### src/rtl/seg7_scan_driver.sv
// seg7_scan_driver: time-multiplexed active-low seven-segment driver with tear-free double-buffered data.
// Latency: a load shows from the frame after the next wrap; outputs are registered and change only on scan ticks.
// Backpressure: none; load is a one-cycle strobe that is always accepted into the pending bank.
//
// Ports:
//   clk, reset                  system clock, asynchronous active-high reset
//   digits_in[4*DIGITS-1:0]     hex nibbles, digit 0 rightmost
//   blank_in/dp_in/blink_mask   per-digit force-dark, decimal point, blink participation
//   lz_en                       leading-zero blanking enable
//   load                        captures all inputs above into the pending bank
//   an[DIGITS-1:0], seg7[6:0]   active-low anodes and segments (bit0=a .. bit6=g)
//   dp_n                        active-low decimal point
//   frame_done                  one-cycle pulse after each frame wrap
// Optional feature: define SEG7_BLINK_EN to build the frame counter and blink phase.
module seg7_scan_driver #(
  parameter int DIGITS    = 4,
  parameter int CLK_DIV   = 50000,
  parameter int BLINK_DIV = 64
) (
  input  logic                  clk,
  input  logic                  reset,
  input  logic [4*DIGITS-1:0]   digits_in,
  input  logic [DIGITS-1:0]     blank_in,
  input  logic [DIGITS-1:0]     dp_in,
  input  logic [DIGITS-1:0]     blink_mask,
  input  logic                  lz_en,
  input  logic                  load,
  output logic [DIGITS-1:0]     an,
  output logic [6:0]            seg7,
  output logic                  dp_n,
  output logic                  frame_done
);

  localparam int CW = $clog2(CLK_DIV);
  localparam int IW = (DIGITS > 1) ? $clog2(DIGITS) : 1;

  logic [CW-1:0]       cnt;
  logic [IW-1:0]       idx;
  logic [4*DIGITS-1:0] pend_dig,   act_dig;
  logic [DIGITS-1:0]   pend_blank, act_blank;
  logic [DIGITS-1:0]   pend_dp,    act_dp;
  logic [DIGITS-1:0]   pend_mask,  act_mask;
  logic                pend_lz,    act_lz;

  logic                tick, wrap;
  logic [IW-1:0]       nidx;
  logic [4*DIGITS-1:0] sel_dig;
  logic [DIGITS-1:0]   sel_blank, sel_dp;
  logic                sel_lz;
  logic [DIGITS-1:0]   zrun;
  logic                zacc;
  logic [3:0]          nib;
  logic                suppress, blink_dark, dark;
  logic [DIGITS-1:0]   an_nxt;
  logic [6:0]          seg_nxt;
  logic                dp_nxt;

  function automatic logic [6:0] decode(input logic [3:0] n);
    case (n)
      4'h0: decode = 7'h40;  4'h1: decode = 7'h79;
      4'h2: decode = 7'h24;  4'h3: decode = 7'h30;
      4'h4: decode = 7'h19;  4'h5: decode = 7'h12;
      4'h6: decode = 7'h02;  4'h7: decode = 7'h78;
      4'h8: decode = 7'h00;  4'h9: decode = 7'h18;
      4'hA: decode = 7'h08;  4'hB: decode = 7'h03;
      4'hC: decode = 7'h46;  4'hD: decode = 7'h21;
      4'hE: decode = 7'h06;  default: decode = 7'h0E;
    endcase
  endfunction

  always_comb begin
    tick = (cnt == CW'(CLK_DIV - 1));
    wrap = tick && (idx == IW'(DIGITS - 1));
    nidx = wrap ? '0 : idx + IW'(1);
    // On the wrap edge the active bank is loaded from pending, so digit 0 of
    // the new frame must be decoded from pending to show the new data at once.
    sel_dig   = wrap ? pend_dig   : act_dig;
    sel_blank = wrap ? pend_blank : act_blank;
    sel_dp    = wrap ? pend_dp    : act_dp;
    sel_lz    = wrap ? pend_lz    : act_lz;
    // zrun[i]: every nibble from the top digit down to i is zero.
    zacc = 1'b1;
    zrun = '0;
    for (int i = DIGITS - 1; i >= 0; i--) begin
      zacc    = zacc && (sel_dig[4*i +: 4] == 4'h0);
      zrun[i] = zacc;
    end
    nib      = sel_dig[{nidx, 2'b00} +: 4];
    suppress = sel_lz && (nidx != '0) && zrun[nidx];
  end

`ifdef SEG7_BLINK_EN
  localparam int FW = (BLINK_DIV > 1) ? $clog2(BLINK_DIV) : 1;

  logic [FW-1:0]     fcnt;
  logic              phase, phase_nxt, fterm;
  logic [DIGITS-1:0] sel_mask;

  always_comb begin
    fterm     = (fcnt == FW'(BLINK_DIV - 1));
    phase_nxt = fterm ? ~phase : phase;
    sel_mask  = wrap ? pend_mask : act_mask;
    // The phase toggles on the wrap edge, so the new frame uses the new phase.
    blink_dark = (wrap ? phase_nxt : phase) && sel_mask[nidx];
  end

  always_ff @(posedge clk or posedge reset) begin
    if (reset) begin
      fcnt  <= '0;
      phase <= 1'b0;
    end else if (wrap) begin
      fcnt  <= fterm ? '0 : fcnt + FW'(1);
      phase <= phase_nxt;
    end
  end
`else
  // Blink mask is still captured so the register map is identical in both builds.
  logic unused_blink;
  assign unused_blink = ^{act_mask, (BLINK_DIV > 0)};
  assign blink_dark   = 1'b0;
`endif

  always_comb begin
    dark    = sel_blank[nidx] || suppress || blink_dark;
    an_nxt  = dark ? '1 : ~(DIGITS'(1) << nidx);
    seg_nxt = dark ? 7'h7F : decode(nib);
    dp_nxt  = dark ? 1'b1 : ~sel_dp[nidx];
  end

  always_ff @(posedge clk or posedge reset) begin
    if (reset) begin
      cnt        <= '0;
      idx        <= '0;
      pend_dig   <= '0;
      pend_blank <= '1;
      pend_dp    <= '0;
      pend_mask  <= '0;
      pend_lz    <= 1'b0;
      act_dig    <= '0;
      act_blank  <= '1;
      act_dp     <= '0;
      act_mask   <= '0;
      act_lz     <= 1'b0;
      an         <= '1;
      seg7       <= 7'h7F;
      dp_n       <= 1'b1;
      frame_done <= 1'b0;
    end else begin
      cnt        <= tick ? '0 : cnt + CW'(1);
      frame_done <= wrap;
      if (tick) begin
        idx  <= nidx;
        an   <= an_nxt;
        seg7 <= seg_nxt;
        dp_n <= dp_nxt;
      end
      // Active takes the old pending even when a load lands on the wrap edge.
      if (wrap) begin
        act_dig   <= pend_dig;
        act_blank <= pend_blank;
        act_dp    <= pend_dp;
        act_mask  <= pend_mask;
        act_lz    <= pend_lz;
      end
      if (load) begin
        pend_dig   <= digits_in;
        pend_blank <= blank_in;
        pend_dp    <= dp_in;
        pend_mask  <= blink_mask;
        pend_lz    <= lz_en;
      end
    end
  end

endmodule

### config.mk
export PLATFORM = sky130hd
export DESIGN_NAME = seg7_scan_driver
export DESIGN_NICKNAME = d
export VERILOG_FILES = /design/src/rtl/seg7_scan_driver.sv
export SDC_FILE = /design/constraint.sdc
export NUM_CORES = 1
export LEC_CHECK = 0
export CELL_PAD_IN_SITES_DETAIL_PLACEMENT = 1
export CELL_PAD_IN_SITES_GLOBAL_PLACEMENT = 1
export CORE_MARGIN = 8
export CORE_UTILIZATION = 45
export CTS_BUF_LIST = sky130_fd_sc_hd__clkbuf_16
export DETAILED_ROUTE_END_ITERATION = 8
export DONT_BUFFER_PORTS = 1
export PLACE_DENSITY_LB_ADDON = 0.1
export SETUP_SLACK_MARGIN = 0.05
export SLEW_MARGIN = 20
export SYNTH_ARGS = -nofsm -noshare
export SYNTH_HDL_FRONTEND = slang
export SYNTH_SLANG_ARGS = --single-unit
### constraint.sdc
create_clock -name clk -period 8.8 [get_ports clk]
set_input_delay 1.32 -clock clk [delete_from_list [all_inputs] [get_ports clk]]
set_output_delay 1.32 -clock clk [all_outputs]
set_load 0.05 [all_outputs]
Word-level counts from Yosys, hierarchy flattened
Memory sizes are Yosys's and may differ from the RTL's. Index checks and enable logic that the tools add are counted.

Word-level logic and storage cells: 51. Register bits: 81. Bits in read-only memories: 112. Output and inout bits: 13. Bits of input ports: 32. Memories kept: 1.

Memories: (no name shown) (words 16, bits a word 7, rd ports 1, clocked after memory_dff 0, write ports 0, line 59) `case (n)`.

Shift-type cells: 2. Reduce and logical (&&, ||, !) cells: 12. Mux-type cells: 15. Equality and inequality tests: 2. Magnitude comparators: 1. Bitwise gates (word level): 2. Add/subtract/negate cells: 2.

Operators by type and width (number): 16-bit two-way mux (2); 16-bit by 1-bit adder with 16-bit output (second input constant) (1); 16-bit equality test (second input constant) (1); 4-bit logical NOT (4); 16-bit by 5-bit variable part select with 4-bit output (1); 4-bit two-way mux (3); 7-bit two-way mux (1); 1-bit binary-select mux with 2-bit select (3); 1-bit logical AND (6); 1-bit two-way mux (5); 4-bit inverter (1); 1-bit by 2-bit left shift with 4-bit output (first input constant) (1); 2-bit by 3-bit < comparator with 1-bit output (second input constant) (1); 2-bit by 1-bit adder with 2-bit output (second input constant) (1); 2-bit equality test (second input constant) (1); 2-bit two-way mux (1); 2-bit nonzero test (1); 1-bit logical OR (1); 1-bit inverter (1).

Logic depth before layout (Yosys ltp)
Word-level depth: 12. Mapped depth: 12. Mapped depth without buffers: 10.

Least setup slack after synthesis
OpenSTA, ideal clock, no wires.

Kind: register to register. Start point: register idx[0]. End point: register seg7[3]. Data required time: 8727 ps. Setup slack: 5457 ps. Arrival time: 3270 ps. Clock period less this slack: 3343 ps. Path buffers: 3. Stages on the path, launching flop included: 13. Setup time: 73 ps. Cell sequence: dfrtp_1 > clkbuf_1 > clkbuf_1 > inv_1 > ha_1 > clkbuf_1 > mux4_2 > inv_1 > ha_1 > inv_1 > o211ai_1 > o311ai_1 > a21oi_1.

Elaborated cells on any way between the ends: 25.

RTL lines: from (decl) (line 38) `logic [IW-1:0] idx;`; from (signal assigned) (line 152) `idx <= nidx;`; parallel branches: the longest is 2 deep, another holds 2-bit by 1-bit adder with 2-bit output; 2-bit two-way mux (*) (line 74) `nidx = wrap ? '0 : idx + IW'(1);`; via nidx[1] (line 46) `logic [IW-1:0] nidx;`; parallel branches: the longest is 4 deep, another holds memory 16 x 7 bit; 7-bit two-way mux (*) (line 126) `seg_nxt = dark ? 7'h7F : decode(nib);`; to (signal assigned) (line 154) `seg7 <= seg_nxt;`; to (decl) (line 29) `output logic [6:0] seg7,`.

Mark *: on every way through the listed nets, which the timed path passes. The select of a mux whose other input is x is not followed. A chain may end at the register's enable or synchronous reset.

Worst setup path in the final report
Ends and elaborated chain as after synthesis.

==> results.json <==
{
  "wl_per_cell_um": 18.8,
  "startpoint_type": "flip-flop",
  "cts_setup_buffers": 0,
  "worst_setup_path_end_kind": "flip-flop",
  "synthArstFlopShare_pct": 100,
  "crit_path_max_fanout": 17,
  "finalSetupViolCount": 0,
  "grt_pass1_vias": 2599,
  "ys_seq_area_share_pct": 52.9,
  "worstPathRequired_ps": 9060,
  "stdcell_count": 421,
  "arrival_ps": 3800,
  "holdCritStartpoint": "cnt[0]",
  "clk_pin_slew_ps": 60,
  "regArea_mm2": 0.00205,
  "synthesis.nets": 350,
  "outcome": "finished, final reports clean",
  "routed_wl_um": 7900,
  "antenna_cells": 0,
  "pin_count": 45,
  "syn_area_per_cell_um2": 12.6,
  "grt_pass1_wl_um": 13600,
  "placed_cells": 405,
  "reg2regPathDepth": 9,
  "finalNetCount": 350,
  "fill_cells": 874,
  "cts_made_buffers": 9,
  "drc": 0,
  "mostFrequentLayoutCells": "61 x dfrtp_1, 57 x mux2_2, 26 x nor2_1",
  "rsz0062_at_grt": "false",
  "die_h_um": 109,
  "dieArea_mm2": 0.0118,
  "insertion_delay_ps": 330,
  "ys_ff_latch": 81,
  "grt_use_total_pct": 14.8,
  "gp_congestion": 0.765,
  "drt_pass1_iterations": 4,
  "grt_antenna_before_repair": 0,
  "hpwl_um": 5380,
  "clock_path_buffers": 2,
  "cap_violations": 0,
  "rows": 34,
  "power.density_mw_per_mm2": 195,
  "drive_gt1_share_pct": 33.9,
  "synth-edff-count": 0,
  "synth_cell_type_count": 45,
  "layout_commonest_cell": "dfrtp_1",
  "grt_max_degree": 82,
  "core_area_mm2": 0.00855,
  "post_cts_resized": 0,
  "vias": 2340,
  "drt_iter0_drc": 57,
  "crit_type": "reg2reg",
  "clock_skew_ps": 8.45,
  "holdWs_ps": 466,
  "r2r-end": "seg7[3]",
  "maxSlewViolCount": 0,
  "die_w_um": 109,
  "hold_viol": 0,
  "ctsHoldBuffers": 0,
  "worstMarginPinSlew_ps": 936,
  "yosysWarnings": 0,
  "grt-ovfl-total": 0,
  "rrSetupSlack_ps": 5260,
  "post-route-period-util_pct": 40.2,
  "hold_path_depth": 1,
  "cts_tree": "done",
  "area_growth_pct": 11.2,
  "cts.sinks": 81,
  "multiInputGateArea_mm2": 0.00172,
  "tns_ps": 0,
  "avgViaCountPerCell": 5.56,
  "netlist_instances": 308,
  "hold_class": "reg2reg",
  "power.leakage_nw": 1.87,
  "mappedNetlistArea_mm2": 0.00388,
  "root_buffer": "clkbuf_16",
  "htreeDepth": 3,
  "period_needed_ps": 3540,
  "min_to": "cnt[0]",
  "relSlewSlack_pct": 37.1,
  "clock.fmax_ghz": 0.282,
  "synthFlopType": "dfrtp_1",
  "initial_utilization_pct": 45.3,
  "ir_worst_vdd_uv": 150,
  "r2r-start": "idx[0]",
  "ant_nets": 0,
  "portBuffers": 0
}
[cells by family after synthesis]
logic type / Yosys count / synth area share, %
flip-flops: 81 / 52.9
XOR/XNOR: 13 / 2.94
AO/OA/AOI/OAI: 36 / 5.97
AND/OR/NAND/NOR: 73 / 9.97
multiplexers: 71 / 22.2
adder cells (fa/ha/maj): 10 / 3.23
buffers and inverters: 24 / 2.81
[per-stage QoR]
stage	instance area [um2]	total power, W	worst slack [ps]	util [%]
floorplan	3880	0.000418	5430	-
global placement	3970	0.000423	5300	46.4
detailed placement	3970	0.000424	5220	46.4
CTS	4310	0.000850	5210	50.4
global route	4310	0.000866	4960	50.4
finish	4310	0.000841	5260	50.4
[registers in the layout (all words and copies together), names as in the netlist, 2 cells and up]
register	cells
seg7	7
pend_dig	16
an	4
act_dp	4
pend_dp	4
pend_blank	4
idx	2
cnt	16
act_blank	4
act_dig	16
[synth_stat cells (all sizes together), types with 3 or more instances]
library cell,n,area (um2)
o21ai,10,50.1
ha,10,125
nand2,14,52.6
dfrtp,61,1530
nand3,5,25.0
mux4,6,135
xor2,9,78.8
clkbuf,6,22.5
xnor2,4,35.0
a21oi,13,65.1
inv,10,37.5
nor2,26,97.6
dfstp,20,526
buf,8,48.8
nor4,7,58.8
mux2i,6,60.1
a2bb2oi,4,35.0
mux2,59,664
nand4,3,18.8
[layout make-up]
type                       count  share of cell area [%]
clock buffer                   9                    5.22
clock inverter                 7                    2.61
inverter                      10                   0.899
multi-input combinational    203                    39.9
sequential                    81                    47.6
tap                          108                    3.13
timing repair buffer           3                   0.609
[metal layers]
| metal | vias up | wire length (um) | track usage [%] |
|---|---|---|---|
| li1 | 1102 | - | - |
| met1 | 1196 | 3800 | 20.3 |
| met2 | 31 | 3720 | 22.4 |
| met3 | 11 | 237 | 3.25 |
| met4 | 0 | 138 | 5.47 |
| met5 | - | 0 | 0 |
[report_power, final]
| part | internal [W] | leakage [nW] | switching [W] | total [W] |
|---|---|---|---|---|
| logic | 0.0000116 | 0.712 | 0.0000106 | 0.0000222 |
| clock network | 0.000275 | 0.164 | 0.000150 | 0.000425 |
| registers | 0.000386 | 0.998 | 0.00000826 | 0.000394 |
| total | 0.000673 | 1.87 | 0.000168 | 0.000841 |
[worst max path at each step]
stage | startpoint | to | slack, ps
2_1_floorplan | reset | act_dig[0] | 5430
3_3_place_gp | idx[0] | seg7[3] | 5300
3_5_place_dp | idx[0] | seg7[3] | 5220
4_1_cts | idx[0] | seg7[3] | 5210
5_1_grt | idx[0] | seg7[3] | 4960
6_report | idx[0] | seg7[3] | 5260
[critical path: stages (launching register included)]
cell	delay (ps)
dfrtp_1	790
inv_1	300
ha_1	760
mux4_2	670
inv_1	140
ha_1	270
inv_1	90
o211ai_1	180
o311ai_1	130
a21oi_1	160
No activity file was read; power rests on OpenSTA's default activity.
